**src/rtl/asteroid_pkg.sv**
```systemverilog
// Shared definitions for the asteroid shape-code interface (generator and decoder side).
package asteroid_pkg;

  localparam int SHAPE_CODE_W = 3;
  localparam logic [15:0] DEFAULT_LFSR_SEED = 16'hACE1;
  localparam logic [15:0] DEFAULT_LFSR_TAPS = 16'hB400;

  typedef logic [SHAPE_CODE_W-1:0] shape_code_t;

  typedef enum logic [1:0] {
    IDLE,
    COUNT,
    PRESENT
  } gen_state_t;

  // Bump a shape to its neighbour once it has already appeared maxRep times in a row.
  function automatic shape_code_t limitRepeat(
    input shape_code_t raw,
    input shape_code_t lastCode,
    input logic [2:0]  repeatCnt,
    input logic [2:0]  maxRep
  );
    if ((raw == lastCode) && (repeatCnt == maxRep)) begin
      return raw + shape_code_t'(1);
    end
    return raw;
  endfunction

endpackage

```
**src/rtl/galois_lfsr16.sv**
```systemverilog
// Free-running 16-bit right-shift Galois LFSR; a zero seed is forced to 1 so it never locks up.
module galois_lfsr16 (
  input  logic        clk,
  input  logic        rst,
  input  logic [15:0] seed,
  input  logic [15:0] taps,
  output logic [15:0] value
);

  logic [15:0] r_value;
  logic [15:0] w_seedSafe;

  assign w_seedSafe = (seed == 16'h0000) ? 16'h0001 : seed;

  always_ff @(posedge clk) begin
    if (rst) begin
      r_value <= w_seedSafe;
    end else begin
      r_value <= (r_value >> 1) ^ (r_value[0] ? taps : 16'h0000);
    end
  end

  assign value = r_value;

endmodule

```
**src/rtl/asteroid_code_generator.sv**
```systemverilog
// Spawns random asteroid shape codes on a tick-driven interval and offers them on valid/ready.
module asteroid_code_generator
  import asteroid_pkg::*;
#(
  parameter logic [15:0] LFSR_SEED  = DEFAULT_LFSR_SEED,
  parameter logic [15:0] LFSR_TAPS  = DEFAULT_LFSR_TAPS,
  parameter int          MAX_REPEAT = 2,
  parameter int          CNT_W      = 8
) (
  input  logic             clk,
  input  logic             rst,
  input  logic             run,
  input  logic             tick,
  input  logic [CNT_W-1:0] spawn_period,
  input  logic             code_ready,
  output shape_code_t      code_out,
  output logic             code_valid,
  output logic             overrun,
  output logic [15:0]      spawn_count
);

  localparam logic [2:0] MAX_REP = 3'(MAX_REPEAT);

  gen_state_t       r_state;
  gen_state_t       w_nextState;
  logic [CNT_W-1:0] r_cnt;
  logic [CNT_W-1:0] w_nextCnt;
  logic [CNT_W-1:0] w_effLast;
  shape_code_t      r_code;
  shape_code_t      r_lastCode;
  logic [2:0]       r_repeatCnt;
  logic             r_valid;
  logic             r_overrun;
  logic [15:0]      r_spawnCount;

  logic [15:0]      w_lfsr;
  logic             w_unusedLfsr;
  shape_code_t      w_raw;
  shape_code_t      w_cand;
  logic             w_tickEn;
  logic             w_expire;
  logic             w_xfer;
  logic             w_gen;
  logic             w_overrunSet;

  galois_lfsr16 u_lfsr (
    .clk   (clk),
    .rst   (rst),
    .seed  (LFSR_SEED),
    .taps  (LFSR_TAPS),
    .value (w_lfsr)
  );

  assign w_raw        = w_lfsr[SHAPE_CODE_W-1:0];
  assign w_unusedLfsr = ^w_lfsr[15:SHAPE_CODE_W];
  assign w_cand       = limitRepeat(w_raw, r_lastCode, r_repeatCnt, MAX_REP);

  // A period of 0 behaves like 1; ">=" lets a shortened period expire on the very next tick.
  assign w_effLast    = (spawn_period == '0) ? '0 : spawn_period - CNT_W'(1);
  assign w_tickEn     = tick & run;
  assign w_expire     = w_tickEn & (r_cnt >= w_effLast);
  assign w_xfer       = r_valid & code_ready;
  assign w_gen        = (r_state == COUNT) & w_expire;
  assign w_overrunSet = (r_state == PRESENT) & w_expire & ~w_xfer;

  always_comb begin
    w_nextState = r_state;
    w_nextCnt   = r_cnt;
    if (!run) begin
      w_nextState = IDLE;
    end else begin
      case (r_state)
        IDLE:    w_nextState = (r_valid && !w_xfer) ? PRESENT : COUNT;
        COUNT:   if (w_expire) w_nextState = PRESENT;
        PRESENT: if (w_xfer) w_nextState = COUNT;
        default: w_nextState = IDLE;
      endcase
    end
    // While a code is pending the counter parks at the last step so the next tick after acceptance spawns.
    if (w_tickEn && (r_state != IDLE)) begin
      if (!w_expire) begin
        w_nextCnt = r_cnt + CNT_W'(1);
      end else if (r_state == COUNT) begin
        w_nextCnt = '0;
      end else begin
        w_nextCnt = w_effLast;
      end
    end
  end

  always_ff @(posedge clk) begin
    if (rst) begin
      r_state      <= IDLE;
      r_cnt        <= '0;
      r_code       <= '0;
      r_valid      <= 1'b0;
      r_overrun    <= 1'b0;
      r_spawnCount <= '0;
      r_lastCode   <= '0;
      r_repeatCnt  <= '0;
    end else begin
      r_state <= w_nextState;
      r_cnt   <= w_nextCnt;
      if (w_overrunSet) begin
        r_overrun <= 1'b1;
      end
      if (w_xfer) begin
        r_valid      <= 1'b0;
        r_spawnCount <= r_spawnCount + 16'd1;
      end
      if (w_gen) begin
        r_code      <= w_cand;
        r_valid     <= 1'b1;
        r_lastCode  <= w_cand;
        r_repeatCnt <= (w_cand == r_lastCode) ? r_repeatCnt + 3'd1 : 3'd1;
      end
    end
  end

  assign code_out    = r_code;
  assign code_valid  = r_valid;
  assign overrun     = r_overrun;
  assign spawn_count = r_spawnCount;

endmodule

```
**config.mk**
```make
export PLATFORM = sky130hd
export DESIGN_NAME = asteroid_code_generator
export DESIGN_NICKNAME = d
export VERILOG_FILES = /design/src/rtl/asteroid_pkg.sv /design/src/rtl/galois_lfsr16.sv /design/src/rtl/asteroid_code_generator.sv
export SDC_FILE = /design/constraint.sdc
export NUM_CORES = 1
export LEC_CHECK = 0
export BUFFER_PORTS_ARGS = -buffer_cell sky130_fd_sc_hd__buf_2
export CORE_UTILIZATION = 38
export DETAILED_ROUTE_END_ITERATION = 10
export GPL_TIMING_DRIVEN = 0
export HOLD_SLACK_MARGIN = 0.03
export PLACE_DENSITY = 0.67
export SETUP_SLACK_MARGIN = 0.5
export SLEW_MARGIN = 10
export SYNTH_ARGS = -nofsm -noshare
export SYNTH_HDL_FRONTEND = slang
export SYNTH_SLANG_ARGS = --single-unit
```
**constraint.sdc**
```tcl
create_clock -name clk -period 4.13 [get_ports clk]
set_input_delay 0.2065 -clock clk [delete_from_list [all_inputs] [get_ports clk]]
set_output_delay 0.2065 -clock clk [all_outputs]
set_load 0.005 [all_outputs]
```
---- Word-level counts from Yosys, hierarchy flattened ----
Cells that the tools add are included.
cells by class
  add/subtract/negate cells ............... 5
  order comparisons ....................... 1
  equal/unequal tests ..................... 7
  mux-type cells .......................... 14
  bitwise operators ....................... 9
  reductions and logical operators ........ 10
operators with widths
  cell                                                                   number
  8-bit 2-to-1 mux                                                       3
  16-bit by 1-bit adder with 16-bit output, second input constant        1
  16-bit 2-to-1 mux                                                      1
  15-bit by 16-bit bitwise XOR with 16-bit output                        1
  3-bit 2-to-1 mux                                                       3
  8-bit by 1-bit adder with 8-bit output, second input constant          1
  8-bit >= comparator                                                    1
  8-bit logical NOT                                                      1
  8-bit by 1-bit subtractor with 8-bit output, second input constant     1
  3-bit by 1-bit adder with 3-bit output, second input constant          2
  1-bit AND                                                              6
  3-bit equality test                                                    2
  2-bit 2-to-1 mux                                                       3
  2-bit case mux with 3 select lines                                     1
  2-bit != test, second input constant                                   2
  2-bit nonzero test                                                     2
  3-bit by 2-bit equality test with 1-bit output, second input constant  1
  1-bit logical AND                                                      3
  1-bit 2-to-1 mux                                                       3
  2-bit by 1-bit equality test with 1-bit output, second input constant  1
  2-bit equality test, second input constant                             1
  2-bit logical NOT                                                      1
  1-bit inverter                                                         2
  2-bit AND reduction                                                    1
  2 further kinds                                                        2
storage, ports and cells
  bits in registers ....................... 50
  bits of input ports ..................... 13
  output and inout port bits .............. 21
  logic and storage cells ................. 54

---- Logic depth before layout (Yosys ltp) ----
Gate-level depths: netlist of run 1.
  depth in word-level cells ............... 6
  mapped depth ............................ 13
  mapped depth without buffers ............ 12

---- Cells and area by module ----
From an unflattened synthesis of run 1, not the netlist that was laid out.
unflattened totals
  cell total of the unflattened synthesis .. 340
  area, all modules ....................... 2812.7 um2
by module, submodules not included
  module                   instances  cells an instance  area each (um2)  sequential area each (um2)
  asteroid_code_generator  1          250                2084.5           680.7
  galois_lfsr16            1          90                 728.2            320.3

---- Worst setup path after synthesis of run 1 ----
OpenSTA, ideal clock, no wires.
  path kind ............................... in2reg
  start ................................... input spawn_period[0]
  end ..................................... register r_cnt[0]
  library setup time ...................... 0.120 ns
  arrival ................................. 2.316 ns
  required time ........................... 4.010 ns
  slack ................................... 1.694 ns
  stages on the path ...................... 10
  path buffers ............................ 0
  cell sequence ........................... inv_1 ha_1 nor4b_4 a21oi_1 ha_1 nand2b_4 a2111o_1 a211o_1 and3_2 o31a_1
between the ends
  cells in the longest elaborated chain, start to end .. 5
  elaborated cells between the ends (all ways) .. 7
  classes of those cells .................. 1 x add/sub; 1 x order compare; 3 x mux; 1 x bitwise; 1 x reduce/logical
RTL lines
  what                                                                              line                            source
  start, declared                                                                   asteroid_code_generator.sv:14   input logic [CNT_W-1:0] spawn_period,
  8-bit by 1-bit subtractor with 8-bit output or 8-bit logical NOT (tied branches)  asteroid_code_generator.sv:59   assign w_effLast = (spawn_period == '0) ? '0 : spawn_period - CNT_W'(1);
  8-bit 2-to-1 mux *                                                                asteroid_code_generator.sv:59
  8-bit >= comparator                                                               asteroid_code_generator.sv:61   assign w_expire = w_tickEn & (r_cnt >= w_effLast);
  1-bit AND                                                                         asteroid_code_generator.sv:61
  8-bit 2-to-1 mux *                                                                asteroid_code_generator.sv:81   if (!w_expire) begin
  end signal, assigned                                                              asteroid_code_generator.sv:103  r_cnt <= w_nextCnt;
  end, declared                                                                     asteroid_code_generator.sv:26   logic [CNT_W-1:0] r_cnt;
Every way passes the cells marked *; elsewhere a longest branch is shown, timed or not.
A chain may end at the register's enable or synchronous reset.

---- Final worst setup path of run 1 ----
  start ................................... input spawn_period[0]
  end ..................................... register r_valid, in the netlist code_valid
between the ends
  cells in the longest elaborated chain, start to end .. 6
  elaborated cells between the ends (all ways) .. 8
  classes of those cells .................. 1 x add/sub; 1 x order compare; 2 x mux; 2 x bitwise; 2 x reduce/logical
RTL lines
  what                                                                              line                            source
  8-bit by 1-bit subtractor with 8-bit output or 8-bit logical NOT (tied branches)  asteroid_code_generator.sv:59
  8-bit 2-to-1 mux *                                                                asteroid_code_generator.sv:59
  8-bit >= comparator *                                                             asteroid_code_generator.sv:61
  1-bit AND *                                                                       asteroid_code_generator.sv:61
  1-bit AND *                                                                       asteroid_code_generator.sv:63   assign w_gen = (r_state == COUNT) & w_expire;
  1-bit 2-to-1 mux or 2-bit nonzero test (tied branches)                            --
  end signal, assigned                                                              asteroid_code_generator.sv:96   r_valid <= 1'b0;
  end signal, assigned                                                              asteroid_code_generator.sv:108  r_valid <= 1'b0;
  end signal, assigned                                                              asteroid_code_generator.sv:113  r_valid <= 1'b1;
  end, declared                                                                     asteroid_code_generator.sv:32   logic r_valid;
Marked as above.

==> results_dict.tcl, run 1 <==
set metrics [dict create \
    first_global_vias 2165 \
    die_area_um2 7700 \
    slew_violations 0 \
    setup_tns_ns 0 \
    async_flop_share 0 \
    maxSlewHeadroom 0.579 \
    fp.dieH_um 87.8 \
    postCtsHoldBufs 0 \
    htree_num_levels 2 \
    maxCapViolations 0 \
    synth_area_leader_cell "dfxtp_1" \
    synth_edf_count 0 \
    synth.area.top_cells "dfxtp_1 (36%), ha_1 (6.7%), xnor2_1 (5.0%), nor2_1 (4.0%), nand3_1 (3.8%)" \
    critPathMaxFanout 10 \
    grt_max_degree 17 \
    syn_avg_cell_area_um2 8.79 \
    cts_tree "done" \
    critPathLaunchType "input port" \
    vias 2405 \
    peakVddDrop_mv 0.161 \
    grt_busiest_layer "met2" \
    vias_per_cell 5.30 \
    fin_util 0.456 \
    numCtsBuffers 5 \
    seq_area_frac_synth 0.358 \
    clock_skew_ns 0.00911 \
    p_leak_nw 1.27 \
    cp.arrival_ns 2.71 \
    status "complete, no violations" \
    die_w_um 87.8 \
    clockRootBuffer "clkbuf_8" \
    power.density_nw_per_um2 273 \
    nFillCells 705 \
    r2r-start "r_cnt[0]" \
    yosysWarnings 0 \
    cts_sinks 50 \
    start_util 0.403 \
    rows 30 \
    first_pass_iters 4 \
    antenna_cells 0 \
    antenna_found_initial 0 \
    ant_nets 0 \
    crit_start "spawn_period[0]" \
    clock_latency_ns 0.30 \
    ys_ff_latch 50 \
    synth_top_area_frac 0.358 \
    wl_um 6060 \
    grt_usage 0.173 \
    fin_crit_sh 0.614 \
    post_cts_buffers 0 \
    dp_hpwl_um 4550 \
    endpoint_kind "flip-flop" \
    grt_pass1_wl_um 10500 \
    tightest_slew_ns 0.629 \
    synth_ff_type "dfxtp_1" \
    avgRoutedWirePerCell_um 13.3 \
    synth_common_cells "dfxtp_1 (50), nor2_1 (30), nand3_1 (21)" \
    r2r_slack_ns 1.91 \
    syn_inst 318 \
    synth_area_um2 2800 \
    finalCriticalPeriod_ns 2.54 \
    reg2reg_depth 7 \
    clockBufferDepth 2 \
    endpoint "code_valid" \
    fmax_mhz 394 \
    min_path_type "in -> reg" \
    ys_types 53 \
    drt_iter0_drc 190 \
    rr_endpoint "r_cnt[0]" \
    io_pins 34 \
    setup_violations 0 \
    gr-total-overflow 0 \
    rsz0062_at_grt "no" \
    core_area_um2 6940 \
    syn_nets 346 \
    yosysMostFrequentCell "dfxtp_1" \
    crit_type "in -> reg" \
    report.final.hold_viol_count 0 \
    crit_required_ns 4.30 \
    met1_usage 0.255 \
    ctsResizeCount 0 \
    path_clk_slew_ns 0.08 \
    portBuffers 32 \
    gr-usage-met2 0.257 \
    grtUsageMet3 0.0311 \
    drc 0 \
    layout-drive-gt1-share 0.184 \
    gp_congestion 0.855 \
    nets 385 \
    area_growth_syn_to_layout_pct 13.2 \
]
cell usage in the layout, fill, tap and decap left out, types with 5 or more instances in the layout:
master | synthesis | final
nor4_1 | 6 | 6
o21ai_0 | 11 | 11
xnor2_1 | 16 | 16
clkbuf_8 | 0 | 5
clkbuf_1 | 7 | 7
or2_2 | 6 | 6
a211oi_1 | 5 | 5
buf_2 | 5 | 37
and3_1 | 5 | 5
nor2_1 | 30 | 30
dfxtp_1 | 50 | 50
a21oi_1 | 12 | 12
nor3_1 | 12 | 12
inv_1 | 9 | 9
a2111o_1 | 5 | 5
xor2_1 | 7 | 7
nand3_1 | 21 | 21
nand2_1 | 19 | 19
ha_1 | 15 | 15
nor2b_1 | 12 | 12
or3_1 | 6 | 6
routing by layer:
layer	wire length, um	part of all wire	up-vias
met3	191	0.032	8
li1	-	-	1234
met5	0	0	-
met1	3130	0.52	1123
met2	2660	0.44	40
met4	82	0.014	0
flip-flops by register name, summed over array words and instances (netlist names):
| signal | count |
|---|---|
| u_lfsr.value | 16 |
| overrun | 1 |
| code_valid | 1 |
| r_repeatCnt | 3 |
| r_cnt | 8 |
| r_state | 2 |
| r_lastCode | 3 |
| spawn_count | 16 |
layout make-up:
class	count	area [um^2]	share of cell area
inverters	9	33.8	0.0107
flip-flops and latches	50	1000	0.316
multi-input cells	245	1690	0.533
clock buffers	5	68.8	0.0217
plain buffers	14	73.8	0.0233
repair buffers	32	160	0.0506
well taps	96	120	0.0379
clock inverters	3	21.3	0.00672
metrics by stage:
step	hold WS (ns)	cells	power, mW	worst slack [ns]	instance area, um^2
final	0.178	454	0.866	1.59	3170
after global routing	0.185	454	0.913	1.37	3170
after CTS	0.173	454	0.877	1.62	3170
after detailed placement	0.399	446	0.592	1.32	3080
after global placement	0.394	446	0.590	1.31	3080
after floorplan	0.337	318	0.566	1.69	2800
power breakdown:
| group | internal, mW | total, mW | switching, mW |
|---|---|---|---|
| logic | 0.0339 | 0.0822 | 0.0482 |
| clock network | 0.119 | 0.285 | 0.166 |
| registers | 0.494 | 0.499 | 0.00500 |
critical path, stage by stage:
cell,delay [ns]
buf_2,0.12
inv_1,0.07
ha_1,0.17
nor4b_4,0.33
nor2_1,0.07
mux2i_1,0.22
ha_1,0.30
a21o_1,0.18
a21o_1,0.20
buf_2,0.21
a32o_1,0.35
nor2_1,0.19
a21oi_1,0.08
worst min-delay path by stage:
stage / from / to / slack, ns / depth (start not counted)
after floorplan: run / r_state[1] / 0.34 / 2
after global placement: u_lfsr.value[6] / u_lfsr.value[5] / 0.39 / 1
after detailed placement: u_lfsr.value[6] / u_lfsr.value[5] / 0.40 / 1
after CTS: run / r_state[1] / 0.17 / 3
after global routing: run / r_state[1] / 0.18 / 3
final: run / r_state[1] / 0.18 / 3
kinds of logic (layout without fill, tap and decap cells):
logic type	after synthesis	after routing	synth area share
compound gates	66	66	0.184
xor+xnor	23	23	0.0721
fa+ha+maj	15	15	0.0671
buf+inv	23	63	0.0385
flops	50	50	0.358
mux	4	4	0.0143
simple gates	137	137	0.266
(Power assumes the default switching activity.)
==> run 2, diff against run 1 <==
==> constraint.sdc (replaced) <==
create_clock -name clk -period 2.5 [get_ports clk]
set_input_delay 0.125 -clock clk [delete_from_list [all_inputs] [get_ports clk]]
set_output_delay 0.125 -clock clk [all_outputs]
set_load 0.005 [all_outputs]
==> run 2 against run 1 <==
Effect of this change:
- clock skew up 0.0060 ns
- largest cell class unchanged
- clock power up 110%
- die area stayed put
- highest routed layer unchanged
- register-to-register slack got worse by 1.5 ns
- flip-flop and latch count unchanged
- global-route usage up 2.3 points
- sequential power rose by 65%
- core utilization grew 8.3 points
- sequential share of layout area down 4.8 points
- critical endpoint is now r_cnt[0]
- non-clock buffer count up 24
- final area is 18% higher
==> results_dict.tcl, run 2 (same netlist as run 1, synthesis figures left out) <==
set metrics [dict create \
    status "complete, no violations" \
    p_total_mw 1.64 \
    vias_per_cell 5.44 \
    hp-start "run" \
    clock_skew_ns 0.0151 \
    numCtsBuffers 5 \
    drc 0 \
    instances_no_fill 478 \
    min_path_type "in -> reg" \
    reg2reg_depth 7 \
    die_area_um2 7700 \
    crit_type "in -> reg" \
    tightest_slew_ns 0.762 \
    antenna_cells 0 \
    avgRoutedWirePerCell_um 14.8 \
    setup_violations 0 \
    clockRootBuffer "clkbuf_8" \
    path_clk_slew_ns 0.11 \
    grt_usage 0.196 \
    final-seq-area_um2 1000 \
    final_cell_mix "dfxtp_1 (49), buf_2 (30), nor2_1 (26)" \
    core_area_um2 6940 \
    io_pins 34 \
    cts_tree "done" \
    finalCriticalPeriod_ns 2.20 \
    maxCapViolations 0 \
    cts_sinks 50 \
    fin_crit_sh 0.881 \
    area_growth_syn_to_layout_pct 33.9 \
    slew_violations 0 \
    place_area_um2 3210 \
    crit_required_ns 2.72 \
    fmax_mhz 454 \
    wl_um 7090 \
    clock_latency_ns 0.32 \
    grt_max_degree 18 \
    peakVddDrop_mv 0.288 \
    fin_area_um2 3740 \
    p_leak_nw 1.50 \
    gr-total-overflow 0 \
    ant_nets 0 \
    report.final.hold_viol_count 0 \
    layout_commonest_cell "dfxtp_1" \
    multiInputGateArea_um2 1950 \
    drt_iter0_drc 139 \
    crit_chain "buf_8, inv_6, ha_4, nor4b_4, buf_6, nand2_4, nand2b_1, ha_1, a2111o_1, a211o_4, and3_4, o31a_1" \
    critPathMaxFanout 6 \
    rsz0062_at_grt "yes" \
    layout-drive-gt1-share 0.351 \
    vias 2601 \
    cp.arrival_ns 2.42 \
    maxSlewHeadroom 0.490 \
    endpoint_kind "flip-flop" \
    r2r_slack_ns 0.36 \
    rr_endpoint "r_cnt[0]" \
    cp_slowest_cell "a2111o_1" \
    gp_congestion 0.845 \
    htree_num_levels 2 \
    slowest_delay_ns 0.47 \
    setup_ws_ns 0.298 \
    fp.dieH_um 87.8 \
    power.density_nw_per_um2 437 \
    first_global_vias 2482 \
    nets 409 \
    grt_pass1_wl_um 11800 \
    die_w_um 87.8 \
    clockBufferDepth 2 \
    start_util 0.403 \
    place_inst 446 \
    min_to "r_state[1]" \
    setup_tns_ns 0 \
    post-place-ws_ns -0.223 \
    portBuffers 32 \
    r2r-start "r_cnt[0]" \
    rows 30 \
    critPathLaunchType "input port" \
    nFillCells 620 \
    first_pass_iters 4 \
    antenna_found_initial 0 \
    dp_hpwl_um 4940 \
    holdPathStages 3 \
]
[run 2: cell types whose count changed in the layout (fill, tap and decap cells not counted), sizes merged]
cell and change:
clkinv -2, inv +1, bufinv +1, buf +24
[run 2: power by group]
part | internal (mW) | switching, mW
Sequential | 0.816 | 0.00836
Combinational | 0.101 | 0.111
Clock | 0.305 | 0.295
Total | 1.22 | 0.414
[run 2: layout make-up]
type	instances	share of cell area
multi-input cells	245	0.522
flip-flops and latches	50	0.268
repair buffers	56	0.108
well taps	96	0.0321
plain buffers	14	0.0254
clock buffers	5	0.0184
inverters	9	0.0137
clock inverters	3	0.0130
[run 2: what timing repair did]
action                     CTS  global route
resized for setup           38            19
pin swaps                   15            20
cloned                       1             0
hold buffers                 0             0
buffers inserted            21             2
setup endpoints to repair   18            18
[run 2: routing by layer]
layer / GRT usage / up-vias / routed length, um
met5: 0 / - / 0
met4: 0.0686 / 0 / 83
met3: 0.0320 / 10 / 325
met2: 0.316 / 55 / 3350
met1: 0.265 / 1248 / 3330
li1: - / 1288 / -
[run 2: metrics by stage]
| step | util | hold slack, ns |
|---|---|---|
| 6_report | 0.539 | 0.0658 |
| 3_5_place_dp | 0.462 | 0.402 |
| 4_1_cts | 0.522 | 0.0602 |
| 3_3_place_gp | 0.462 | 0.398 |
| 2_1_floorplan | - | 0.255 |
| 5_1_grt | 0.539 | 0.0781 |
[run 2: worst max path at each step]
stage	slack, ns	endpoint	from
5_1_grt	0.22	r_cnt[5]	spawn_period[0]
3_5_place_dp	-0.22	r_cnt[0]	spawn_period[1]
2_1_floorplan	0.19	r_cnt[0]	spawn_period[1]
3_3_place_gp	-0.20	r_cnt[0]	spawn_period[1]
6_report	0.30	r_cnt[0]	spawn_period[0]
4_1_cts	0.31	r_cnt[0]	spawn_period[1]
[run 2: critical path, delay by kind of cell]
| kind | cells | cell delay [ns] |
|---|---|---|
| AO/OA/AOI/OAI | 3 | 1.09 |
| AND/OR/NAND/NOR | 4 | 0.53 |
| adder cells (fa/ha/maj) | 2 | 0.35 |
| buffers and inverters | 3 | 0.34 |
==> run 3, diff against run 2 <==
--- a/config.mk
+++ b/config.mk
@@ -11,7 +11,7 @@
 export GPL_TIMING_DRIVEN = 0
 export HOLD_SLACK_MARGIN = 0.03
 export PLACE_DENSITY = 0.67
-export SETUP_SLACK_MARGIN = 0.5
+export SETUP_SLACK_MARGIN = 0.15
 export SLEW_MARGIN = 10
 export SYNTH_ARGS = -nofsm -noshare
 export SYNTH_HDL_FRONTEND = slang
==> run 3 against run 2 <==
Effect of this change:
- routed wire length fell by 5.4%
- final area fell by 8.3%
- register-to-register slack got worse by 0.07 ns
- non-clock buffer count fell by 13
- critical endpoint is now r_lastCode[1]
- core utilization fell by 4.5 points
- critical path type unchanged
- maximum frequency fell by 6.6%
- sequential power barely moved
==> results_dict.tcl, run 3 (same netlist as run 1, synthesis figures left out) <==
set metrics [dict create \
    endpoint_kind "flip-flop" \
    critPathLaunchType "input port" \
    reg2reg_depth 7 \
    wl_met1_um 3290 \
    die_area_um2 7700 \
    drc 0 \
    slew_violations 0 \
    antenna_found_initial 0 \
    avgRoutedWirePerCell_um 14.4 \
    clockRootBuffer "clkbuf_8" \
    post-place-ws_ns -0.260 \
    wl_met2_um 3070 \
    hp-start "code_ready" \
    drt_iter0_drc 144 \
    power_frac_comb 0.120 \
    sw_frac_of_total 0.261 \
    start_util 0.403 \
    grt_max_degree 17 \
    seqPwrFrac 0.557 \
    portBuffers 32 \
    clockBufferDepth 2 \
    setup_violations 0 \
    power.density_nw_per_um2 431 \
    antenna_cells 0 \
    numCtsBuffers 5 \
    htree_num_levels 2 \
    crit_type "in -> reg" \
    clkPwrFrac 0.323 \
    maxCapViolations 0 \
    final-seq-area_um2 1000 \
    fmax_mhz 424 \
    grt_pass1_wl_um 10400 \
    min_path_type "in -> reg" \
    final_cell_mix "dfxtp_1 (50), buf_2 (34), nor2_1 (28)" \
    crit_start "spawn_period[3]" \
    core_area_um2 6940 \
    layout_commonest_cell "dfxtp_1" \
    vias 2480 \
    io_pins 34 \
    setup_ws_ns 0.144 \
    finalCriticalPeriod_ns 2.36 \
    cts_sinks 50 \
    layout-drive-gt1-share 0.285 \
    clock_latency_ns 0.30 \
    rsz0062_at_grt "yes" \
    vias_per_cell 5.33 \
    top_layer "met4" \
    r2r-start "r_cnt[0]" \
    nets 396 \
    r2r_slack_ns 0.29 \
    multiInputGateArea_um2 1820 \
    clock_skew_ns 0.00886 \
    crit_required_ns 2.66 \
    first_pass_iters 4 \
    die_w_um 87.8 \
    cts_tree "done" \
    wl_um 6700 \
    fin_crit_sh 0.943 \
    critPathMaxFanout 10 \
    report.final.hold_viol_count 0 \
    internal-power_mw 1.09 \
    status "complete, no violations" \
    area_growth_syn_to_layout_pct 22.8 \
    netSwitchingPower_mw 0.385 \
    ant_nets 0 \
    first_global_vias 2163 \
    p_leak_nw 1.36 \
    holdPathStages 3 \
    nFillCells 652 \
    peakVddDrop_mv 0.286 \
    min_to "code_valid" \
    dp_hpwl_um 4810 \
    gr-total-overflow 0 \
    postCtsHoldBufs 0 \
    tightest_slew_ns 0.656 \
    rows 30 \
    gp_congestion 0.921 \
    maxSlewHeadroom 0.561 \
    fp.dieH_um 87.8 \
    rr_endpoint "r_cnt[0]" \
    cp.arrival_ns 2.52 \
    p_total_mw 1.48 \
    path_clk_slew_ns 0.10 \
    wl_met3_um 246 \
    grt_usage 0.172 \
]
-- run 3: cell count changes in the layout (fill, tap and decap cells not counted), moves of 3 or more --
cell	before	now
buf_2	30	34
ha_4	4	1
buf_4	20	11
buf_6	9	3
-- run 3: layout make-up --
type,instances,share of cell area
well taps,96,0.0350
plain buffers,14,0.0233
clock inverters,3,0.00620
flip-flops and latches,50,0.292
multi-input cells,245,0.531
inverters,9,0.0149
clock buffers,5,0.0201
repair buffers,43,0.0780
-- run 3: worst max-delay path by stage --
stage | to | cells after the start
after global placement | code_valid | 13
final | r_lastCode[1] | 11
after CTS | code_valid | 11
after detailed placement | r_repeatCnt[1] | 13
after global routing | r_lastCode[1] | 11
after floorplan | r_cnt[0] | 10
-- run 3: timing repair --
item                       in CTS  in global routing
pin swaps                       2                  7
buffers inserted                5                  6
gates resized for setup         2                 39
cloned                          0                  0
setup endpoints to repair       8                 18
-- run 3: metal layers --
| metal | up-vias | track usage |
|---|---|---|
| li1 | 1258 | - |
| met1 | 1171 | 0.246 |
| met2 | 42 | 0.261 |
| met3 | 9 | 0.0283 |
| met4 | 0 | 0.0566 |
| met5 | - | 0 |
-- run 3: metrics by stage --
step,hold WS [ns],utilization,area [um^2],TNS (ns),cells
6_report,0.111,0.494,3430,0,465
5_1_grt,0.106,0.494,3430,0,465
4_1_cts,0.0999,0.465,3230,0,459
3_5_place_dp,0.396,0.446,3100,-3.03,446
3_3_place_gp,0.390,0.446,3100,-2.10,446
2_1_floorplan,0.255,-,2820,0,318
-- run 3: power groups by stage --
stage	combinational [mW]	sequential [mW]	clock (mW)
after detailed placement	0.141	0.843	0
after global routing	0.192	0.827	0.531
after floorplan	0.0972	0.840	0
final	0.177	0.824	0.477
after CTS	0.147	0.824	0.496
after global placement	0.138	0.842	0
-- run 3: critical path: stages --
cell and delay [ns]:
buf_2 0.14, or3_4 0.40, nor2_2 0.14, mux2i_2 0.28, ha_1 0.29, a21o_1 0.19, a21o_1 0.23, buf_6 0.17
a32o_2 0.32, nor3_2 0.15, a311oi_1 0.07
